--- config.mk ---
export PLATFORM = sky130hd
export DESIGN_NAME = fb_writer
export DESIGN_NICKNAME = d
export VERILOG_FILES = /design/src/rtl/fb_writer.sv
export SDC_FILE = /design/constraint.sdc
export NUM_CORES = 1
export LEC_CHECK = 0
export ABC_AREA = 1
export BUFFER_PORTS_ARGS = -buffer_cell sky130_fd_sc_hd__buf_2
export CORE_UTILIZATION = 62
export CTS_CLUSTER_SIZE = 10
export DETAILED_ROUTE_END_ITERATION = 10
export PLACE_DENSITY = 0.77
export SYNTH_ARGS = -nofsm -noshare
export SYNTH_HDL_FRONTEND = slang
export SYNTH_SLANG_ARGS = --single-unit
--- constraint.sdc ---
create_clock -name clk -period 5.5 [get_ports clk]
set_input_delay 1.1 -clock clk [delete_from_list [all_inputs] [get_ports clk]]
set_output_delay 1.1 -clock clk [all_outputs]
set_load 0.01 [all_outputs]
--- src/rtl/fb_writer.sv ---
`default_nettype none
// ============================================================================
//  Module   : fb_writer
//  Purpose  : Queues shaded pixels and writes them one at a time into a
//             double-buffered SDRAM frame buffer, swapping on the frame's last pixel.
//  Revision : 1.0  initial release
// ============================================================================
module fb_writer #(
    parameter int          WIDTH     = 800,
    parameter int          HEIGHT    = 600,
    parameter int          DEPTH     = 16,
    parameter logic [23:0] BASE_ADDR = 24'h000000
) (
    input  logic                     clk,
    input  logic                     rst,
    input  logic                     pix_valid_i,
    output logic                     pix_ready_o,
    input  logic [9:0]               pix_x_i,
    input  logic [9:0]               pix_y_i,
    input  logic [15:0]              pix_rgb_i,
    input  logic                     pix_last_i,
    output logic [23:0]              wr_addr_o,
    output logic [15:0]              wr_data_o,
    output logic                     wr_enable_o,
    input  logic                     busy_i,
    output logic                     front_sel_o,
    output logic                     frame_done_o,
    output logic [$clog2(DEPTH):0]   fifo_level_o,
    output logic [15:0]              drop_count_o
);
    localparam int          AW          = $clog2(DEPTH);
    localparam int          LW          = AW + 1;
    localparam int          EW          = 36;
    localparam logic [23:0] FRAME_WORDS = 24'(WIDTH * HEIGHT);
    localparam logic [LW-1:0] FULL_LEVEL = LW'(DEPTH);

    localparam logic [1:0] S_IDLE      = 2'd0;
    localparam logic [1:0] S_ISSUE     = 2'd1;
    localparam logic [1:0] S_WAIT_ACK  = 2'd2;
    localparam logic [1:0] S_WAIT_DONE = 2'd3;

    logic [1:0]    state_q, state_d;
    logic [EW-1:0] fifo_q [DEPTH];
    logic [AW-1:0] wr_ptr_q, rd_ptr_q;
    logic [LW-1:0] level_q, level_d;
    logic [23:0]   wr_addr_q;
    logic [15:0]   wr_data_q;
    logic          front_sel_q;
    logic [15:0]   drop_q;

    logic [18:0]   w_offset;
    logic          w_in_range, w_accept, w_push, w_drop, w_pop, w_load;
    logic [EW-1:0] w_head;

    // Default geometry uses a shift-add for y*800; other widths fall back to a constant multiply.
    generate
        if (WIDTH == 800) begin : g_offset_shift
            assign w_offset = ({9'd0, pix_y_i} << 9) + ({9'd0, pix_y_i} << 8)
                            + ({9'd0, pix_y_i} << 5) + {9'd0, pix_x_i};
        end else begin : g_offset_mul
            assign w_offset = 19'(32'(pix_y_i) * WIDTH + 32'(pix_x_i));
        end
    endgenerate

    assign w_in_range  = (32'(pix_x_i) < WIDTH) && (32'(pix_y_i) < HEIGHT);
    assign pix_ready_o = (level_q != FULL_LEVEL);
    assign w_accept    = pix_valid_i && pix_ready_o;
    assign w_push      = w_accept && w_in_range;
    assign w_drop      = w_accept && !w_in_range;
    assign w_head      = fifo_q[rd_ptr_q];

    always_ff @(posedge clk) begin
        if (rst) state_q <= S_IDLE;
        else     state_q <= state_d;
    end

    always_comb begin
        state_d = state_q;
        case (state_q)
            S_IDLE:      if (level_q != '0 && !busy_i) state_d = S_ISSUE;
            S_ISSUE:     state_d = S_WAIT_ACK;
            S_WAIT_ACK:  if (busy_i) state_d = S_WAIT_DONE;
            S_WAIT_DONE: if (!busy_i) state_d = S_IDLE;
            default:     state_d = S_IDLE;
        endcase
    end

    always_comb begin
        wr_enable_o  = (state_q == S_ISSUE);
        w_pop        = (state_q == S_WAIT_DONE) && !busy_i;
        frame_done_o = w_pop && w_head[0];
        w_load       = (state_q == S_IDLE) && (state_d == S_ISSUE);
    end

    always_comb begin
        level_d = level_q;
        case ({w_push, w_pop})
            2'b10:   level_d = level_q + 1'b1;
            2'b01:   level_d = level_q - 1'b1;
            default: level_d = level_q;
        endcase
    end

    always_ff @(posedge clk) begin
        if (w_push) fifo_q[wr_ptr_q] <= {w_offset, pix_rgb_i, pix_last_i};
    end

    always_ff @(posedge clk) begin
        if (rst) begin
            wr_ptr_q    <= '0;
            rd_ptr_q    <= '0;
            level_q     <= '0;
            wr_addr_q   <= '0;
            wr_data_q   <= '0;
            front_sel_q <= 1'b1;
            drop_q      <= '0;
        end else begin
            level_q <= level_d;
            if (w_push) wr_ptr_q <= wr_ptr_q + 1'b1;
            if (w_pop)  rd_ptr_q <= rd_ptr_q + 1'b1;
            // Buffer select is sampled as the write launches, so pixels queued behind a swap land in the new back buffer.
            if (w_load) begin
                wr_addr_q <= BASE_ADDR + (front_sel_q ? 24'd0 : FRAME_WORDS) + {5'd0, w_head[35:17]};
                wr_data_q <= w_head[16:1];
            end
            if (frame_done_o) front_sel_q <= !front_sel_q;
            if (w_drop && drop_q != 16'hFFFF) drop_q <= drop_q + 1'b1;
        end
    end

    assign wr_addr_o    = wr_addr_q;
    assign wr_data_o    = wr_data_q;
    assign front_sel_o  = front_sel_q;
    assign fifo_level_o = level_q;
    assign drop_count_o = drop_q;
endmodule
`default_nettype wire

==> run_results.csv, run 1 <==
group,metric,value,unit
detailed_routing,routed_wl,64900,um
setup_path,required,5720,ps
floorplanning,rows,76,
cells_and_area,syn_to_final_growth,12.1,%
clock_tree,hold_buffers,0,
setup_path,cp_top_family,"adder cells",
grt,antenna_found_initial,0,
clock_tree,tritoncts,"done",
logic_synthesis,netlist_instances,2280,
run_status,outcome,"completed",
place,hpwl,35800,um
clock_tree,clk_latency,600,ps
cells_and_area,multi_input_area,7180,um^2
grt,grt_max_degree,119,
logic_synthesis,ys_warn_count,0,
detailed_routing,drt-wirelength-per-cell,21.6,um
power,p_total,11.8,mW
clock_tree,cts-resized-gates,0,
setup_path,cp_max_fo,16,
logic_synthesis,syn_area,27100,um^2
cells_and_area,nNetsFinal,2468,
setup_path,path_buf_inv,3,
timing,hold_viol,0,
clock_tree,cts_buffers,75,
setup_path,cp_common_cell,"a21oi_1",
place,pre_cts_slack,526,ps
power,vdd_drop_max,318,uV
detailed_routing,viasPerCell,6.09,
detailed_routing,drcViolationCount,0,
floorplanning,die_h,211,um
clock_tree,htreeDepth,3,
logic_synthesis,synth_common_cells,"edfxtp_1 (576), nor2_1 (431), o21ai_0 (332)",
logic_synthesis,yosys.area.top_type,"edfxtp_1",
clock_tree,clockBufferDepth,3,
cells_and_area,diodes,0,
clock_tree,post-cts-setup-buffer-count,0,
setup_path,slowest_delay,910,ps
clock_tree,clk_pin_slew,60,ps
timing,fmax,227,MHz
detailed_routing,drt_iter0_markers,2491,
timing,fin_ws,1090,ps
detailed_routing,via_count,18333,
logic_synthesis,ys_seq_area_share,69.3,%
floorplanning,core_area,43100,um^2
logic_synthesis,postSynthAreaPerCell,11.9,um^2
logic_synthesis,synth_edf_count,576,
timing,worst_clock_skew,18.5,ps
place,place.gp.congestion,0.847,
detailed_routing,antenna_left,0,
cells_and_area,seqCellArea,18700,um^2
grt,grt_pass1_wl,99600,um
timing,slew_violations,0,
logic_synthesis,ys_ff_latch,648,
setup_path,cp_slowest_cell,"xor2_1",
setup_path,path_cells,"buf_2 > inv_1 > fa_1 > inv_1 > fa_1 > ha_1 > a21oi_1 > nand2_1 > a21oi_1 > o21ai_0 > a21oi_1 > nor2_1 > nor2_1 > xor2_1",
logic_synthesis,yosysUniqueCellTypes,47,
place,port_buffers,101,
timing,setup_viol,0,
setup_path,worstSetupPathType,"input pin to flop",
cells_and_area,fill_cells,2880,
flow_run,cap_violations,0,
detailed_routing,drt_pass1_iterations,5,
grt,grt_usage,29.5,%
power,leakagePower,11.0,nW
timing,worst_pin_slew,1180,ps
clock_tree,cts_sinks,648,
cells_and_area,drive_gt1_share,11.6,%
grt,grt_overflow,0,
clock_tree,root_buffer,"clkbuf_16",
timing,relSlewSlack,20.9,%
logic_synthesis,synthMostInstantiatedCell,"edfxtp_1",
timing,fin_setup_tns,0,ps
logic_synthesis,async_flop_share,0,%
floorplanning,dieArea,44500,um^2
setup_path,endpoint_kind,"flop",
power,powerDensity,390,nW/um^2
floorplanning,die_w,211,um
setup_path,start_kind,"input pin",
floorplanning,start_util,62.8,%
timing,period_share,80.1,%
timing,layout_min_cycle_time,4410,ps
logic_synthesis,synth_area_leaders,"edfxtp_1 (64%), o21ai_0 (6.1%), nor2_1 (6.0%)",
setup_path,critPathArrivalTime,4630,ps
logic_synthesis,yosysTopAreaCellShare,63.9,%
grt,grt_pass1_vias,17731,
logic_synthesis,ys.flop_type,"edfxtp_1",
hold_path,hold_path_class,"flop to flop",
floorplanning,io-pin-count,106,
timing,rsz0062_at_grt,"false",
[report_power, final]
group	switching, mW	internal, mW
Combinational	1.05	0.438
Clock	1.86	2.67
Sequential	0.0882	5.71
Total	3.00	8.82
[path summary, 6_finish.rpt]
kind / from / endpoint / slack [ps] / cells past startpoint
setup reg to reg: flop / wr_addr_o[15] / 1710 / 15
hold / removal: drop_count_o[4] / drop_count_o[4] / 480 / 2
setup / recovery: pix_y_i[0] / fifo_q[15][35] / 1090 / 14
hold reg to reg: drop_count_o[4] / drop_count_o[4] / 480 / 2
[cells by family (layout without fill, tap and decap cells)]
kind of cell,after synthesis,after routing,synth area share (%)
and+or+nand+nor,700,700,10.6
buffers and inverters,283,424,4.67
DFF,648,648,69.3
adders and majority gates,60,60,3.08
AOI/OAI and AO/OA,570,570,11.8
xor gates and xnor gates,18,18,0.583
other,1,4,0.0139
[flip-flops by register name (all words and copies together), names as in the netlist, named ones only]
name	cells
state_q	2
wr_addr_o	20
wr_ptr_q	4
drop_count_o	16
fifo_q	576
wr_data_o	16
fifo_level_o	5
front_sel_o	1
rd_ptr_q	4
[metal layers]
metal  share of wire, %  global-route usage (%)
met1                 39                    40.3
met2                 48                    48.2
met3                 10                    5.31
met5                  0                       0
met4                2.4                    10.4
[worst reg2reg max path: cells and delay by family (launching register included)]
kind / cells / cell delay (ps)
buffers and inverters: 4 / 1240
adders and majority gates: 1 / 320
DFF: 1 / 870
AOI/OAI and AO/OA: 5 / 820
and+or+nand+nor: 5 / 410
[stage by stage]
step	cell area (um^2)	hold slack [ps]	cells	util, %
after CTS	30300	480	3009	70.4
after global routing	30300	504	3009	70.4
after floorplan	27100	460	2283	-
final	30300	483	3009	70.4
after detailed placement	28100	473	2875	65.3
after global placement	28100	466	2875	65.3
[area by class of cell]
type | instances | share of cell area (%)
well taps | 585 | 2.41
clock buffers | 127 | 7.00
inverters | 147 | 1.84
flip-flops and latches | 648 | 61.8
multi-input cells | 1352 | 23.7
repair buffers | 143 | 2.95
clock inverters | 7 | 0.305
[cell usage in the layout (no fill, tap or decap), drive strengths merged, types with 7 or more instances in the layout]
| master | count |
|---|---|
| clkbuf | 127 |
| nand3 | 68 |
| edfxtp | 576 |
| nor3 | 21 |
| inv | 147 |
| nand2 | 164 |
| xor2 | 10 |
| a21oi | 44 |
| o32ai | 8 |
| fa | 11 |
| o21ai | 355 |
| o22ai | 119 |
| dfxtp | 72 |
| xnor2 | 8 |
| o221ai | 26 |
| o211ai | 7 |
| ha | 49 |
| buf | 143 |
| nor2 | 434 |
No activity file was read; power rests on OpenSTA's default activity.
==> run 2: changes to the inputs <==
Settings changed: ABC_AREA 1 to 0, CORE_UTILIZATION 62 to 55, PLACE_DENSITY 0.77 to 0.72.
Clock period 5.5 ns to 3.68 ns, I/O delays scaled along.
==> run 2 against run 1 <==
  * Cell area down 0.48%
  * Synthesized cell count down 41%
  * Critical path depth up 1
  * Final cell count down 27%
  * Utilization down 5.6 points
  * Clock power up 47%
  * Critical path type unchanged
  * Clock-buffer cell count down 5
  * Global-route usage down 5.1 points
  * Worst setup slack worse by 820 ps
==> run_results.csv, run 2 <==
group,metric,value,unit
power,powerDensity,540,nW/um^2
grt,grt_pass1_wl,84400,um
power,leakagePower,10.0,nW
logic_synthesis,netlist_instances,1338,
clock_tree,root_buffer,"clkbuf_16",
setup_path,critPathArrivalTime,3840,ps
logic_synthesis,syn_area,26000,um^2
detailed_routing,drcViolationCount,0,
timing,period_share,92.6,%
cells_and_area,fill_cells,3054,
clock_tree,cts_sinks,648,
grt,grt_overflow,0,
flow_run,cap_violations,0,
floorplanning,die_h,219,um
timing,relSlewSlack,13.9,%
timing,worst_pin_slew,1280,ps
logic_synthesis,yosysUniqueCellTypes,52,
detailed_routing,viasPerCell,6.02,
setup_path,start_kind,"input pin",
logic_synthesis,async_flop_share,0,%
place,hpwl,31700,um
detailed_routing,drt-wirelength-per-cell,25.7,um
cells_and_area,syn_to_final_growth,16.3,%
logic_synthesis,ys_seq_area_share,72.2,%
detailed_routing,antenna_left,0,
timing,setup_viol,0,
cells_and_area,diodes,0,
logic_synthesis,ys.flop_type,"edfxtp_1",
floorplanning,dieArea,48100,um^2
hold_path,min_from,"busy_i",
setup_path,reg2regPathDepth,12,
clock_tree,hold_buffers,0,
timing,fmax,294,MHz
cells_and_area,final_cell_mix,"edfxtp_1 (576), mux4_2 (175), buf_2 (101)",
timing,fin_setup_tns,0,ps
clock_tree,clk_latency,600,ps
clock_tree,clk_pin_slew,50,ps
logic_synthesis,synthMostInstantiatedCell,"edfxtp_1",
hold_path,hold-path-cell-count,3,
clock_tree,tritoncts,"done",
power,vdd_drop_max,327,uV
hold_path,hold_path_class,"input pin to flop",
logic_synthesis,synth_common_cells,"edfxtp_1 (576), mux4_2 (175), nand2_1 (86)",
grt,grt_max_degree,70,
timing,timing.hold.ws,424,ps
cells_and_area,drive_gt1_share,30.0,%
floorplanning,start_util,55.7,%
grt,grt_usage,24.4,%
floorplanning,io-pin-count,106,
floorplanning,core_area,46600,um^2
logic_synthesis,yosys.area.top_type,"edfxtp_1",
cells_and_area,final_common_cell,"edfxtp_1",
run_status,outcome,"completed",
place,place.gp.congestion,0.768,
setup_path,required,4110,ps
setup_path,worstSetupPathType,"input pin to flop",
cells_and_area,largest_reg_flops,576,
detailed_routing,drt_iter0_markers,1224,
logic_synthesis,postSynthAreaPerCell,19.4,um^2
detailed_routing,wl_met1,22100,um
timing,slew_violations,0,
detailed_routing,via_count,13205,
logic_synthesis,ys_ff_latch,648,
grt,antenna_found_initial,2,
timing,layout_min_cycle_time,3410,ps
detailed_routing,dr_wl_met2,28900,um
detailed_routing,drt_pass1_iterations,5,
setup_path,endpoint_kind,"flop",
timing,worst_clock_skew,20.0,ps
timing,hold_viol,0,
logic_synthesis,synth_edf_count,576,
cells_and_area,nNetsFinal,1639,
detailed_routing,routed_wl,56300,um
logic_synthesis,synth_area_leaders,"edfxtp_1 (67%), mux4_2 (15%), dfxtp_1 (5.6%)",
clock_tree,htreeDepth,3,
logic_synthesis,ys_warn_count,0,
clock_tree,clockBufferDepth,3,
detailed_routing,top_layer,"met5",
cells_and_area,top_register,"fifo_q",
grt,grt_pass1_vias,13637,
detailed_routing,met3RoutedLength,4130,um
setup_path,cp_max_fo,16,
logic_synthesis,yosysTopAreaCellShare,66.7,%
clock_tree,cts_buffers,75,
setup_path,critPathLaunch,"pix_y_i[0]",
floorplanning,rows,79,
floorplanning,die_w,219,um
place,port_buffers,101,
[run 2: repair_timing]
item | CTS | global route
resized for setup | 0 | 4
buffers inserted | 6 | 3
pin swaps | 0 | 2
hold endpoints to repair | 0 | 0
endpoints found under the setup margin | 1 | 64
[run 2: through the flow]
stage          std cells  util [%]  cell area [um^2]  setup slack, ps  total power, mW
4_1_cts             2192      64.7             30100             41.9             16.4
2_1_floorplan       1341         -             26000             -386             9.23
6_report            2195      64.8             30200              274             16.3
5_1_grt             2195      64.8             30200            -20.5             16.8
3_5_place_dp        2059      59.9             27900             -543             9.72
3_3_place_gp        2059      59.9             27900             -412             9.67
[run 2: kinds of logic (layout without fill, tap and decap cells)]
group | after synthesis | in the layout | synth area share [%]
muxes | 181 | 181 | 15.6
buffers and inverters | 114 | 361 | 1.94
DFF | 648 | 648 | 72.2
xor gates and xnor gates | 39 | 39 | 1.32
and+or+nand+nor | 208 | 208 | 3.51
adders and majority gates | 60 | 60 | 3.21
AOI/OAI and AO/OA | 87 | 87 | 2.19
other | 1 | 4 | 0.0145
[run 2: worst max-delay path: stages]
cell	delay, ps
buf_2	90
inv_1	80
fa_1	520
inv_1	50
fa_1	440
ha_1	290
buf_4	140
a21oi_1	150
nand2b_1	130
a21boi_0	110
buf_4	150
or3_1	300
a31oi_1	200
xnor2_1	200
buf_4	250
[run 2: routing by layer]
metal  up-vias  global-route usage (%)
li1       5715                       -
met1      6876                    32.3
met2       540                    41.2
met3        72                    4.02
met4         2                    8.59
met5         -                       0
[run 2: worst paths after layout]
path                         to  slack [ps]
setup reg to reg  wr_addr_o[19]         380
hold reg to reg    wr_addr_o[1]         450
setup / recovery  fifo_q[4][31]         270
hold / removal       state_q[0]         420
[run 2: area by class of cell]
cell class / instances / area [um^2] / share of cell area [%]
clock buffer: 122 / 2130 / 7.05
clock inverter: 5 / 61.3 / 0.203
inverter: 51 / 191 / 0.634
multi-input combinational: 579 / 6930 / 22.9
sequential: 648 / 18800 / 62.1
tap: 607 / 759 / 2.52
timing repair buffer: 183 / 1370 / 4.54
[run 2: where the power goes]
part | switching, mW | internal (mW)
Sequential | 0.0398 | 8.41
Combinational | 0.754 | 0.436
Clock | 2.74 | 3.94
